[src/rtl/seq_alu.sv]
// Registered multi-cycle ALU: single-cycle add/sub/logic/shift ops plus an
// iterative shift-add multiply, persistent flags and a start/ready/done handshake.
//
// state  | meaning
// IDLE   | ready; single-cycle ops complete at the accepting edge
// MUL    | shift-add iterations in progress; start ignored
module seq_alu #(
  parameter int WIDTH = 8
) (
  input  logic             clk,
  input  logic             reset_n,
  input  logic             start,
  input  logic [3:0]       op,
  input  logic [WIDTH-1:0] a,
  input  logic [WIDTH-1:0] b,
  output logic             ready,
  output logic             done,
  output logic [WIDTH-1:0] result,
  output logic             flag_c,
  output logic             flag_z,
  output logic             flag_n,
  output logic             flag_v
);

  localparam int CNT_W = $clog2(WIDTH) + 1;

  localparam logic [3:0] OP_ADD = 4'd0;
  localparam logic [3:0] OP_SUB = 4'd1;
  localparam logic [3:0] OP_ADC = 4'd2;
  localparam logic [3:0] OP_SBC = 4'd3;
  localparam logic [3:0] OP_AND = 4'd4;
  localparam logic [3:0] OP_OR  = 4'd5;
  localparam logic [3:0] OP_XOR = 4'd6;
  localparam logic [3:0] OP_SHL = 4'd7;
  localparam logic [3:0] OP_SHR = 4'd8;
  localparam logic [3:0] OP_MUL = 4'd9;

  typedef enum logic {S_IDLE, S_MUL} state_t;

  state_t               state_q, state_d;
  logic [CNT_W-1:0]     cnt_q, cnt_d;
  logic [2*WIDTH-1:0]   mcand_q, mcand_d;
  logic [WIDTH-1:0]     mplier_q, mplier_d;
  logic [2*WIDTH-1:0]   acc_q, acc_d;
  logic [WIDTH-1:0]     result_q, result_d;
  logic                 c_q, c_d, z_q, z_d, n_q, n_d, v_q, v_d;
  logic                 done_q, done_d;

  logic [WIDTH-1:0]     alu_res;
  logic                 alu_c, alu_v, alu_legal;
  logic [WIDTH-1:0]     b_eff;
  logic                 cin;
  logic [WIDTH:0]       sum;
  logic [2*WIDTH-1:0]   step, prod;

  // b' and carry-in selection; SUB/SBC use the a + ~b + cin form
  always_comb begin
    alu_res   = '0;
    alu_c     = 1'b0;
    alu_v     = 1'b0;
    alu_legal = 1'b1;
    b_eff     = ((op == OP_SUB) || (op == OP_SBC)) ? ~b : b;
    case (op)
      OP_SUB:          cin = 1'b1;
      OP_ADC, OP_SBC:  cin = c_q;
      default:         cin = 1'b0;
    endcase
    sum = {1'b0, a} + {1'b0, b_eff} + {{WIDTH{1'b0}}, cin};
    case (op)
      OP_ADD, OP_SUB, OP_ADC, OP_SBC: begin
        alu_res = sum[WIDTH-1:0];
        alu_c   = sum[WIDTH];
        alu_v   = (a[WIDTH-1] == b_eff[WIDTH-1]) && (sum[WIDTH-1] != a[WIDTH-1]);
      end
      OP_AND: alu_res = a & b;
      OP_OR:  alu_res = a | b;
      OP_XOR: alu_res = a ^ b;
      OP_SHL: begin
        alu_res = {a[WIDTH-2:0], 1'b0};
        alu_c   = a[WIDTH-1];
      end
      OP_SHR: begin
        alu_res = {1'b0, a[WIDTH-1:1]};
        alu_c   = a[0];
      end
      default: alu_legal = 1'b0;
    endcase
  end

  always_comb begin
    state_d  = state_q;
    cnt_d    = cnt_q;
    mcand_d  = mcand_q;
    mplier_d = mplier_q;
    acc_d    = acc_q;
    result_d = result_q;
    c_d      = c_q;
    z_d      = z_q;
    n_d      = n_q;
    v_d      = v_q;
    done_d   = 1'b0;
    step     = acc_q + (mplier_q[0] ? mcand_q : '0);
    prod     = step + (mplier_q[1] ? {mcand_q[2*WIDTH-2:0], 1'b0} : '0);
    case (state_q)
      S_IDLE: begin
        if (start) begin
          if (op == OP_MUL) begin
            mcand_d  = {{WIDTH{1'b0}}, a};
            mplier_d = b;
            acc_d    = '0;
            cnt_d    = CNT_W'(WIDTH);
            state_d  = S_MUL;
          end else begin
            done_d = 1'b1;
            if (alu_legal) begin
              result_d = alu_res;
              c_d      = alu_c;
              z_d      = (alu_res == '0);
              n_d      = alu_res[WIDTH-1];
              v_d      = alu_v;
            end
          end
        end
      end
      S_MUL: begin
        // The last cycle retires the two remaining multiplier bits so the
        // result lands WIDTH cycles after start.
        if (cnt_q == CNT_W'(2)) begin
          result_d = prod[WIDTH-1:0];
          c_d      = |prod[2*WIDTH-1:WIDTH];
          z_d      = (prod[WIDTH-1:0] == '0);
          n_d      = prod[WIDTH-1];
          v_d      = 1'b0;
          done_d   = 1'b1;
          cnt_d    = '0;
          state_d  = S_IDLE;
        end else begin
          acc_d    = step;
          mcand_d  = {mcand_q[2*WIDTH-2:0], 1'b0};
          mplier_d = {1'b0, mplier_q[WIDTH-1:1]};
          cnt_d    = cnt_q - CNT_W'(1);
        end
      end
      default: state_d = S_IDLE;
    endcase
  end

  always_ff @(posedge clk or negedge reset_n) begin
    if (!reset_n) begin
      state_q  <= S_IDLE;
      cnt_q    <= '0;
      mcand_q  <= '0;
      mplier_q <= '0;
      acc_q    <= '0;
      result_q <= '0;
      c_q      <= 1'b0;
      z_q      <= 1'b0;
      n_q      <= 1'b0;
      v_q      <= 1'b0;
      done_q   <= 1'b0;
    end else begin
      state_q  <= state_d;
      cnt_q    <= cnt_d;
      mcand_q  <= mcand_d;
      mplier_q <= mplier_d;
      acc_q    <= acc_d;
      result_q <= result_d;
      c_q      <= c_d;
      z_q      <= z_d;
      n_q      <= n_d;
      v_q      <= v_d;
      done_q   <= done_d;
    end
  end

  assign ready  = (state_q == S_IDLE);
  assign done   = done_q;
  assign result = result_q;
  assign flag_c = c_q;
  assign flag_z = z_q;
  assign flag_n = n_q;
  assign flag_v = v_q;

endmodule

[config.mk]
export PLATFORM = sky130hd
export DESIGN_NAME = seq_alu
export DESIGN_NICKNAME = d
export VERILOG_FILES = /design/src/rtl/seq_alu.sv
export SDC_FILE = /design/constraint.sdc
export NUM_CORES = 1
export LEC_CHECK = 0
export CORE_MARGIN = 2
export CORE_UTILIZATION = 35
export DETAILED_ROUTE_END_ITERATION = 8
export GPL_ROUTABILITY_DRIVEN = 0
export PLACE_DENSITY = 0.58
export REMOVE_ABC_BUFFERS = 1
export SYNTH_ARGS = -nofsm -noshare
export SYNTH_HDL_FRONTEND = slang
export SYNTH_SLANG_ARGS = --single-unit
[constraint.sdc]
create_clock -name clk -period 6 [get_ports clk]
set_input_delay 1.2 -clock clk [delete_from_list [all_inputs] [get_ports clk]]
set_output_delay 1.2 -clock clk [all_outputs]
set_load 0.02 [all_outputs]
* Yosys cells after proc, flatten, opt, wreduce, memory -nomap -nowiden *
Cells that the tools add are included.

operators by class
  mux-type cells = 57
  reductions and logical operators = 12
  add/subtract/negate cells = 5
  equality and inequality tests = 18
  bitwise operators = 5

operator list
  cell                  count
  $mux W16              8
  $mux W8               8
  $pmux W16 S2          2
  $pmux W8 S6           1
  $add A16 B16 Y16      2
  $pmux W8 S2           2
  $mux W1               24
  $eq A4 B3 Y1 const B  4
  $logic_not A8 Y1      2
  $pmux W1 S2           7
  $eq A4 B2 Y1 const B  3
  $mux W4               3
  $add A8 B8 Y9         1
  $add A9 B1 Y9         1
  $reduce_or A9 Y1      1
  $and A8 B8 Y8         1
  $eq A4 B4 Y1 const B  2
  $not A8 Y8            1
  $or A8 B8 Y8          1
  $pmux W4 S2           1
  $reduce_or A8 Y1      1
  $xor A8 B8 Y8         1
  $ne A2 B1 Y1 const B  3
  $ne A2 B2 Y1 const B  3
  14 further kinds      14

word-level totals
  input port bits = 23
  word-level logic and storage cells = 108
  output and inout bits = 14
  flip-flop bits (word level) = 58

* Logic depth before layout (Yosys ltp) *
Gate-level depths: netlist of the first run.

  depth in word-level cells = 12
  mapped depth = 19
  gate-level depth less buffers = 18

* Worst setup path before layout of the first run *
OpenSTA, ideal clock, no wires.

  kind = input port to flip-flop
  from = in op[0]
  to = reg result_q[6], in the netlist result[6]
  path slack = 1325 ps
  setup time = 118 ps
  stages = 14
  arrival time = 4556 ps
  data required time = 5882 ps
  path buffers = 3
  cells stage by stage = buf_2 buf_1 and2_1 clkbuf_1 xnor2_1 fa_1 fa_1 a211oi_1 o21ai_0 a21oi_1 mux2_2 o31ai_1 a211oi_1 a21o_1

on the way
  longest elaborated chain between the ends = 10
  elaborated cells between the ends (all ways) = 27
  those cells by class = add/sub (2); eq/ne (11); mux (8); reduce/logical (6)

ends and longest elaborated chain
  what                                          RTL line    source
  from (decl)                                   13          input logic [3:0] op,
  $eq A4 B1 Y1 or $eq A4 B2 Y1 (tied branches)  62, 63, 69
  $logic_or A1 B1 Y1                            62          b_eff = ((op == OP_SUB) || (op == OP_SBC)) ? ~b : b;
  $mux W8                                       62
  $add A8 B8 Y9                                 68          sum = {1'b0, a} + {1'b0, b_eff} + {{WIDTH{1'b0}}, cin};
  $add A9 B1 Y9                                 68
  $pmux W8 S6                                   69          case (op)
  $mux W8                                       115         if (alu_legal) begin
  $mux W8                                       107         if (op == OP_MUL) begin
  $mux W8                                       106         if (start) begin
  $pmux W8 S2                                   104         case (state_q)
  to (signal assigned)                          167         result_q <= result_d;
  to (decl)                                     45          logic [WIDTH-1:0] result_q, result_d;

Several ways; a longest one is shown, not always the timed one. The select of a mux whose other input is x is not followed.
A chain may end at the register's enable or synchronous reset.

* Final worst setup path of the first run *
  from = reg mplier_q[0]
  to = reg c_q, in the netlist flag_c

on the way
  longest elaborated chain between the ends = 6

ends and longest elaborated chain
  what                    RTL line  source
  from (decl)             43        logic [WIDTH-1:0] mplier_q, mplier_d;
  from (signal assigned)  165       mplier_q <= mplier_d;
  $mux W16                102       step = acc_q + (mplier_q[0] ? mcand_q : '0);
  $add A16 B16 Y16        102
  $add A16 B16 Y16        103       prod = step + (mplier_q[1] ? {mcand_q[2*WIDTH-2:0], 1'b0} : '0);
  $reduce_or A8 Y1        130       c_d = |prod[2*WIDTH-1:WIDTH];
  $mux W1                 128       if (cnt_q == CNT_W'(2)) begin
  $pmux W1 S2             104
  to (signal assigned)    156       c_q <= 1'b0;
  to (signal assigned)    168       c_q <= c_d;
  to (decl)               46        logic c_q, c_d, z_q, z_d, n_q, n_d, v_q, v_d;

No other way between the ends. The select of a mux whose other input is x is not followed.

==> results.json, run 1 <==
{
  "drt-vias-per-instance": 5.699,
  "synth_common_cells": "dfrtp_1, ha_1, o21ai_0, nand2_1, nor2_1",
  "clk_latency_ns": 0.34,
  "numCtsBuffers": 9,
  "path_max_fanout": 17,
  "avgSynthCellArea_um2": 8.579,
  "syn_to_final_growth_pct": 16.33,
  "dpl.hpwl_um": 10860,
  "grt_busiest_layer": "met2",
  "p_sw_share_pct": 40.58,
  "clock_sinks": 57,
  "finalHoldViolCount": 0,
  "layout.nets": 733,
  "fin_crit_sh_pct": 83.03,
  "grt_pass1_wl_um": 24130,
  "required_ns": 6.21,
  "hold_depth": 2,
  "intPower_mw": 1.465,
  "postRouteAntennaNets": 0,
  "relSlewSlack_pct": 48.30,
  "pin_count": 37,
  "leakagePower_nw": 2.859,
  "cts_tree": "done",
  "power.share.combinational_pct": 49.7,
  "wl_um": 14430,
  "grt_max_degree": 58,
  "cts_buffer_depth": 2,
  "cts_setup_buffers": 0,
  "synth_top_area_cell": "dfrtp_1",
  "placed_cells": 829,
  "r2r-start": "mplier_q[0]$_DFFE_PN0P_",
  "yosysTopAreaCellShare_pct": 26.47,
  "finish.utilization_pct": 41.38,
  "drt_pass1_iterations": 5,
  "rsz0062_at_grt": "false",
  "critPathLaunchType": "flip-flop",
  "globalRouteTotalUtil_pct": 18.41,
  "tns_ns": 0,
  "reg2reg_depth": 18,
  "yosys_warnings": 0,
  "ys_ff_latch": 57,
  "clock_skew_ns": 0.008787,
  "antenna_found_initial": 0,
  "vdd_drop_max_v": 0.0001812,
  "cts-root-buf": "clkbuf_16",
  "ys.flop_type": "dfrtp_1",
  "die_h_um": 128.1,
  "switching_power_mw": 1.000,
  "die_area_um2": 16400,
  "synth_edf_count": 0,
  "grt_pass1_vias": 4802,
  "wl_per_cell_um": 17.08,
  "min_path_type": "reg2reg",
  "critical_path_arrival_ns": 5.19,
  "end_kind": "flip-flop",
  "maxCapViolations": 0,
  "fmax_mhz": 200.7,
  "drc": 0,
  "die-width_um": 128.1,
  "r2r-end": "flag_c$_DFFE_PN0P_",
  "grt-ovfl-total": 0,
  "vias": 4816,
  "hold_slack_ns": 0.4755,
  "synth-seq-area-share_pct": 26.47,
  "cts_resized": 0,
  "finalPower_mw": 2.465,
  "grtUsageMet1_pct": 23.65,
  "syn_area_um2": 5388,
  "num_rows": 45,
  "grt.met3_usage_pct": 3.673,
  "setup_viol": 0,
  "maxSlewViolCount": 0,
  "synth_most_common_cell": "dfrtp_1",
  "reg2reg_slack_ns": 1.02,
  "stdcell_area_um2": 6267,
  "synthTopCellsByArea": "dfrtp_1, ha_1, o21ai_0, and2_1, xnor2_1",
  "timing.hold.worst_endpoint": "flag_v$_DFFE_PN0P_",
  "netlist_instances": 628,
  "clk_pin_slew_ns": 0.05,
  "drive_gt1_share_pct": 7.154,
  "antenna_cells": 0,
  "io_buffer_count": 36,
  "pre_cts_slack_ns": 0.8921,
  "ctsHoldBuffers": 0,
  "post_dp_cell_area_um2": 5922,
  "fin_cells": 845,
  "synth.distinct_cells": 72,
  "layout_setup_ws_ns": 1.018,
  "share_seq_of_total_power_pct": 25.9,
  "synthArstFlopShare_pct": 100.0,
  "tightest_slew_ns": 0.7738,
  "outcome": "completed",
  "use_met2_pct": 31.14,
  "initial_core_util_pct": 35.57,
  "min_from": "flag_v$_DFFE_PN0P_",
  "min_period_ns": 4.982,
  "drtIter0Drc": 304,
  "htreeDepth": 3,
  "power_density_nw_per_um2": 393.3,
  "crit_type": "reg2reg",
  "p_clk_share_pct": 24.4,
  "coreArea_um2": 15150
}
worst max-delay path, stage by stage (launching register included):
cell	delay, ns
dfrtp_1	0.55
and2_1	0.26
ha_1	0.22
fa_1	0.42
a21o_1	0.18
a21oi_1	0.25
nand3b_1	0.20
and2_1	0.18
a211oi_1	0.10
or4_1	0.50
and2_1	0.18
ha_1	0.34
nor3b_1	0.16
a221oi_1	0.21
o221ai_1	0.16
a2111oi_0	0.42
nand4_1	0.15
o31ai_1	0.27
nand3_1	0.10
layout make-up:
class,count,area [um2]
Timing Repair Buffer,44,415.4
Fill cell,1509,8879
Multi-Input combinational cell,498,3687
Clock inverter,5,102.6
Sequential cell,57,1426
Clock buffer,11,242.7
Inverter,42,157.7
Tap cell,188,235.2
flip-flops by register name, summed over array words and instances (netlist names):
register,flops
acc_q,16
flag_v,1
mcand_q,16
cnt_q,4
flag_z,1
flag_c,1
flag_n,1
done,1
mplier_q,8
result,7
state_q,1
worst max-delay path by stage:
stage / end / from / slack (ns) / depth (start not counted)
after global routing: flag_c$_DFFE_PN0P_ / mplier_q[0]$_DFFE_PN0P_ / 0.66 / 18
after global placement: result[6]$_DFFE_PN0P_ / op[2] / 0.99 / 13
after detailed placement: result[6]$_DFFE_PN0P_ / op[2] / 0.89 / 13
after CTS: flag_c$_DFFE_PN0P_ / mplier_q[0]$_DFFE_PN0P_ / 1.01 / 18
final: flag_c$_DFFE_PN0P_ / mplier_q[0]$_DFFE_PN0P_ / 1.02 / 18
after floorplan: flag_c$_DFFE_PN0P_ / mplier_q[0]$_DFFE_PN0P_ / 1.69 / 18
layout by cell type (no fill, tap or decap), types with 5 or more instances in the layout:
master and instances:
nor3_1 10, clkdlybuf4s50_1 35, a22o_1 20, ha_1 54, mux4_2 5, and2_1 37
and3_1 5, xor2_1 5, a21oi_1 32, clkbuf_16 9, inv_1 41, xnor2_1 24
o21a_1 5, nand2_1 47, a211oi_1 11, mux2i_1 17, a21o_1 12, o31ai_1 8
nor2_1 42, buf_4 8, nand3_1 8, nor2b_1 6, o21ai_0 49, dfrtp_1 57
o21bai_1 6
routing by layer:
layer	vias to the layer above	wire length, um
met5	-	0
li1	2351	-
met1	2301	6570
met4	0	321
met3	31	682
met2	133	6857
power by group through the flow:
stage	registers [mW]	clock network (mW)	logic, mW
after floorplan	0.625	0	0.859
after global placement	0.639	0	1.19
after detailed placement	0.644	0	1.21
after CTS	0.639	0.613	1.22
after global routing	0.660	0.633	1.37
final	0.637	0.602	1.23
logic make-up (layout without fill, tap and decap cells):
logic type / after synthesis / count (layout) / synth area share (%)
buf+inv: 73 / 102 / 5.365
simple gates: 191 / 191 / 18.32
xor+xnor: 29 / 29 / 4.714
flops: 57 / 57 / 26.47
compound gates: 194 / 194 / 25.01
fa+ha+maj: 58 / 58 / 14.03
mux: 26 / 26 / 6.084
No activity file was read; power rests on OpenSTA's default activity.
==> run 2, diff against run 1 <==
--- a/config.mk
+++ b/config.mk
@@ -9,7 +9,7 @@
 export CORE_UTILIZATION = 35
 export DETAILED_ROUTE_END_ITERATION = 8
 export GPL_ROUTABILITY_DRIVEN = 0
-export PLACE_DENSITY = 0.58
+export PLACE_DENSITY = 0.6
 export REMOVE_ABC_BUFFERS = 1
 export SYNTH_ARGS = -nofsm -noshare
 export SYNTH_HDL_FRONTEND = slang
==> constraint.sdc (replaced) <==
create_clock -name clk -period 4.37 [get_ports clk]
set_input_delay 0.874 -clock clk [delete_from_list [all_inputs] [get_ports clk]]
set_output_delay 0.874 -clock clk [all_outputs]
set_load 0.02 [all_outputs]
==> results.json, run 2 (synthesis gave the netlist of run 1 again) <==
{
  "end_kind": "flip-flop",
  "grt_max_degree": 35,
  "io_buffer_count": 36,
  "multi_input_area_um2": 3864,
  "die-width_um": 128.1,
  "stdcell_area_um2": 6560,
  "min_period_ns": 4.208,
  "clk_latency_ns": 0.34,
  "htreeDepth": 3,
  "maxSlewViolCount": 0,
  "grt_pass1_wl_um": 24880,
  "fin_crit_sh_pct": 96.30,
  "die_area_um2": 16400,
  "setup_viol": 0,
  "ctsHoldBuffers": 0,
  "nFillCells": 1471,
  "cp.buffers_inverters": 2,
  "tightest_slew_ns": 0.8025,
  "dpl.hpwl_um": 11350,
  "pre_cts_slack_ns": -0.1711,
  "maxCapViolations": 0,
  "cp_top_family": "simple AND/OR/NAND/NOR gates",
  "path_max_fanout": 8,
  "initial_core_util_pct": 35.57,
  "clk_pin_slew_ns": 0.05,
  "drt_pass1_iterations": 4,
  "leakagePower_nw": 2.951,
  "fmax_mhz": 237.6,
  "crit_chain": "buf_4, buf_4, and2_1, ha_1, and2_4, and3_4, a32oi_2, and2_4, a21oi_1, a21o_1, xor2_1, ha_4, and4_1, a221oi_2, o211a_1, a211oi_2, a21oi_1, or4b_1, nand3_1",
  "clock_sinks": 57,
  "finalHoldViolCount": 0,
  "layout_setup_ws_ns": 0.1617,
  "drc": 0,
  "numCtsBuffers": 9,
  "drtIter0Drc": 373,
  "crit_type": "reg2reg",
  "final_common_cell": "dfrtp_1",
  "cts-root-buf": "clkbuf_16",
  "die_h_um": 128.1,
  "wl_um": 14760,
  "vdd_drop_max_v": 0.0002598,
  "min_path_type": "reg2reg",
  "syn_to_final_growth_pct": 21.76,
  "required_ns": 4.64,
  "slowest_delay_ns": 0.44,
  "grt_pass1_vias": 5003,
  "grt-ovfl-total": 0,
  "cts_tree": "done",
  "layout.nets": 758,
  "antenna_found_initial": 0,
  "drt-vias-per-instance": 5.597,
  "cts_buffer_depth": 2,
  "num_rows": 45,
  "slowest_stage": "or4b_1",
  "clock_skew_ns": 0.01001,
  "post_dp_cell_area_um2": 6095,
  "reg_top3": "acc_q x16, mcand_q x16, mplier_q x8",
  "regArea_um2": 1426,
  "power_density_nw_per_um2": 524.3,
  "relSlewSlack_pct": 46.30,
  "pin_count": 37,
  "finalPower_mw": 3.439,
  "coreArea_um2": 15150,
  "tns_ns": 0,
  "outcome": "completed",
  "critPathLaunchType": "flip-flop",
  "vias": 4869,
  "drive_gt1_share_pct": 14.52,
  "globalRouteTotalUtil_pct": 19.03,
  "postRouteAntennaNets": 0,
  "wl_per_cell_um": 16.97,
  "final_cell_mix": "dfrtp_1, o21ai_0, ha_1",
  "antenna_cells": 0,
  "critical_path_arrival_ns": 4.48
}
-- run 2: cell types whose count changed in the layout (fill, tap and decap cells not counted), moves of 2 or more --
cell | previous run | this run
a21oi_1 | 32 | 30
a21oi_2 | 1 | 3
and2_1 | 37 | 34
and2_4 | 0 | 3
buf_4 | 8 | 33
bufinv_16 | 3 | 0
clkinv_2 | 1 | 3
ha_1 | 54 | 48
ha_4 | 0 | 6
o31ai_1 | 8 | 6
o31ai_2 | 0 | 2
-- run 2: where the power goes --
part	leakage [nW]	total (mW)	switching, mW	internal, mW
clock	0.135	0.641	0.245	0.396
combinational	2.09	1.92	1.05	0.876
sequential	0.728	0.876	0.170	0.706
-- run 2: area by class of cell --
type	count	share of cell area, %
clock inverters	5	0.4768
flip-flops and latches	57	21.74
inverters	42	2.403
repair buffers	69	9.193
clock buffers	11	3.700
well taps	188	3.586
multi-input cells	498	58.90
-- run 2: final timing paths --
| path | cells past startpoint | slack [ns] | to | from |
|---|---|---|---|---|
| max | 19 | 0.16 | flag_c$_DFFE_PN0P_ | mplier_q[0]$_DFFE_PN0P_ |
| min | 2 | 0.48 | mplier_q[2]$_DFFE_PN0P_ | mplier_q[2]$_DFFE_PN0P_ |
| max reg2reg | 19 | 0.16 | flag_c$_DFFE_PN0P_ | mplier_q[0]$_DFFE_PN0P_ |
| min reg2reg | 2 | 0.48 | mplier_q[2]$_DFFE_PN0P_ | mplier_q[2]$_DFFE_PN0P_ |
| max in group asynchronous | 2 | 2.95 | mcand_q[2]$_DFFE_PN0P_ | reset_n |
| min in group asynchronous | 1 | 0.54 | mcand_q[8]$_DFFE_PN0P_ | reset_n |
-- run 2: through the flow --
step	hold WS, ns	instances	util [%]
floorplan	0.4496	597	-
global placement	0.4726	852	40.24
detailed placement	0.4758	852	40.24
CTS	0.4870	868	42.26
global route	0.4957	870	43.31
finish	0.4840	870	43.31
-- run 2: worst register-to-register path: stages, from the launching register on --
cell,delay [ns]
dfrtp_1,0.39
buf_4,0.15
buf_4,0.15
and2_1,0.16
ha_1,0.31
and2_4,0.18
and3_4,0.18
a32oi_2,0.19
and2_4,0.19
a21oi_1,0.10
a21o_1,0.23
xor2_1,0.25
ha_4,0.27
and4_1,0.22
a221oi_2,0.29
o211a_1,0.21
a211oi_2,0.06
a21oi_1,0.13
or4b_1,0.44
nand3_1,0.08
-- run 2: routing by layer --
metal / GRT usage (%) / vias to the layer above / part of all wire [%]
met5: 0 / - / 0
met4: 6.787 / 0 / 1.8
met3: 2.755 / 22 / 3.8
met2: 32.05 / 106 / 49
met1: 24.96 / 2348 / 45
li1: - / 2393 / -
-- run 2: repair_timing --
action / CTS / global route
setup endpoints to repair: 1 / 1
pin swaps: 4 / 18
resized for setup: 7 / 28
gates cloned: 0 / 0
setup buffers: 0 / 2
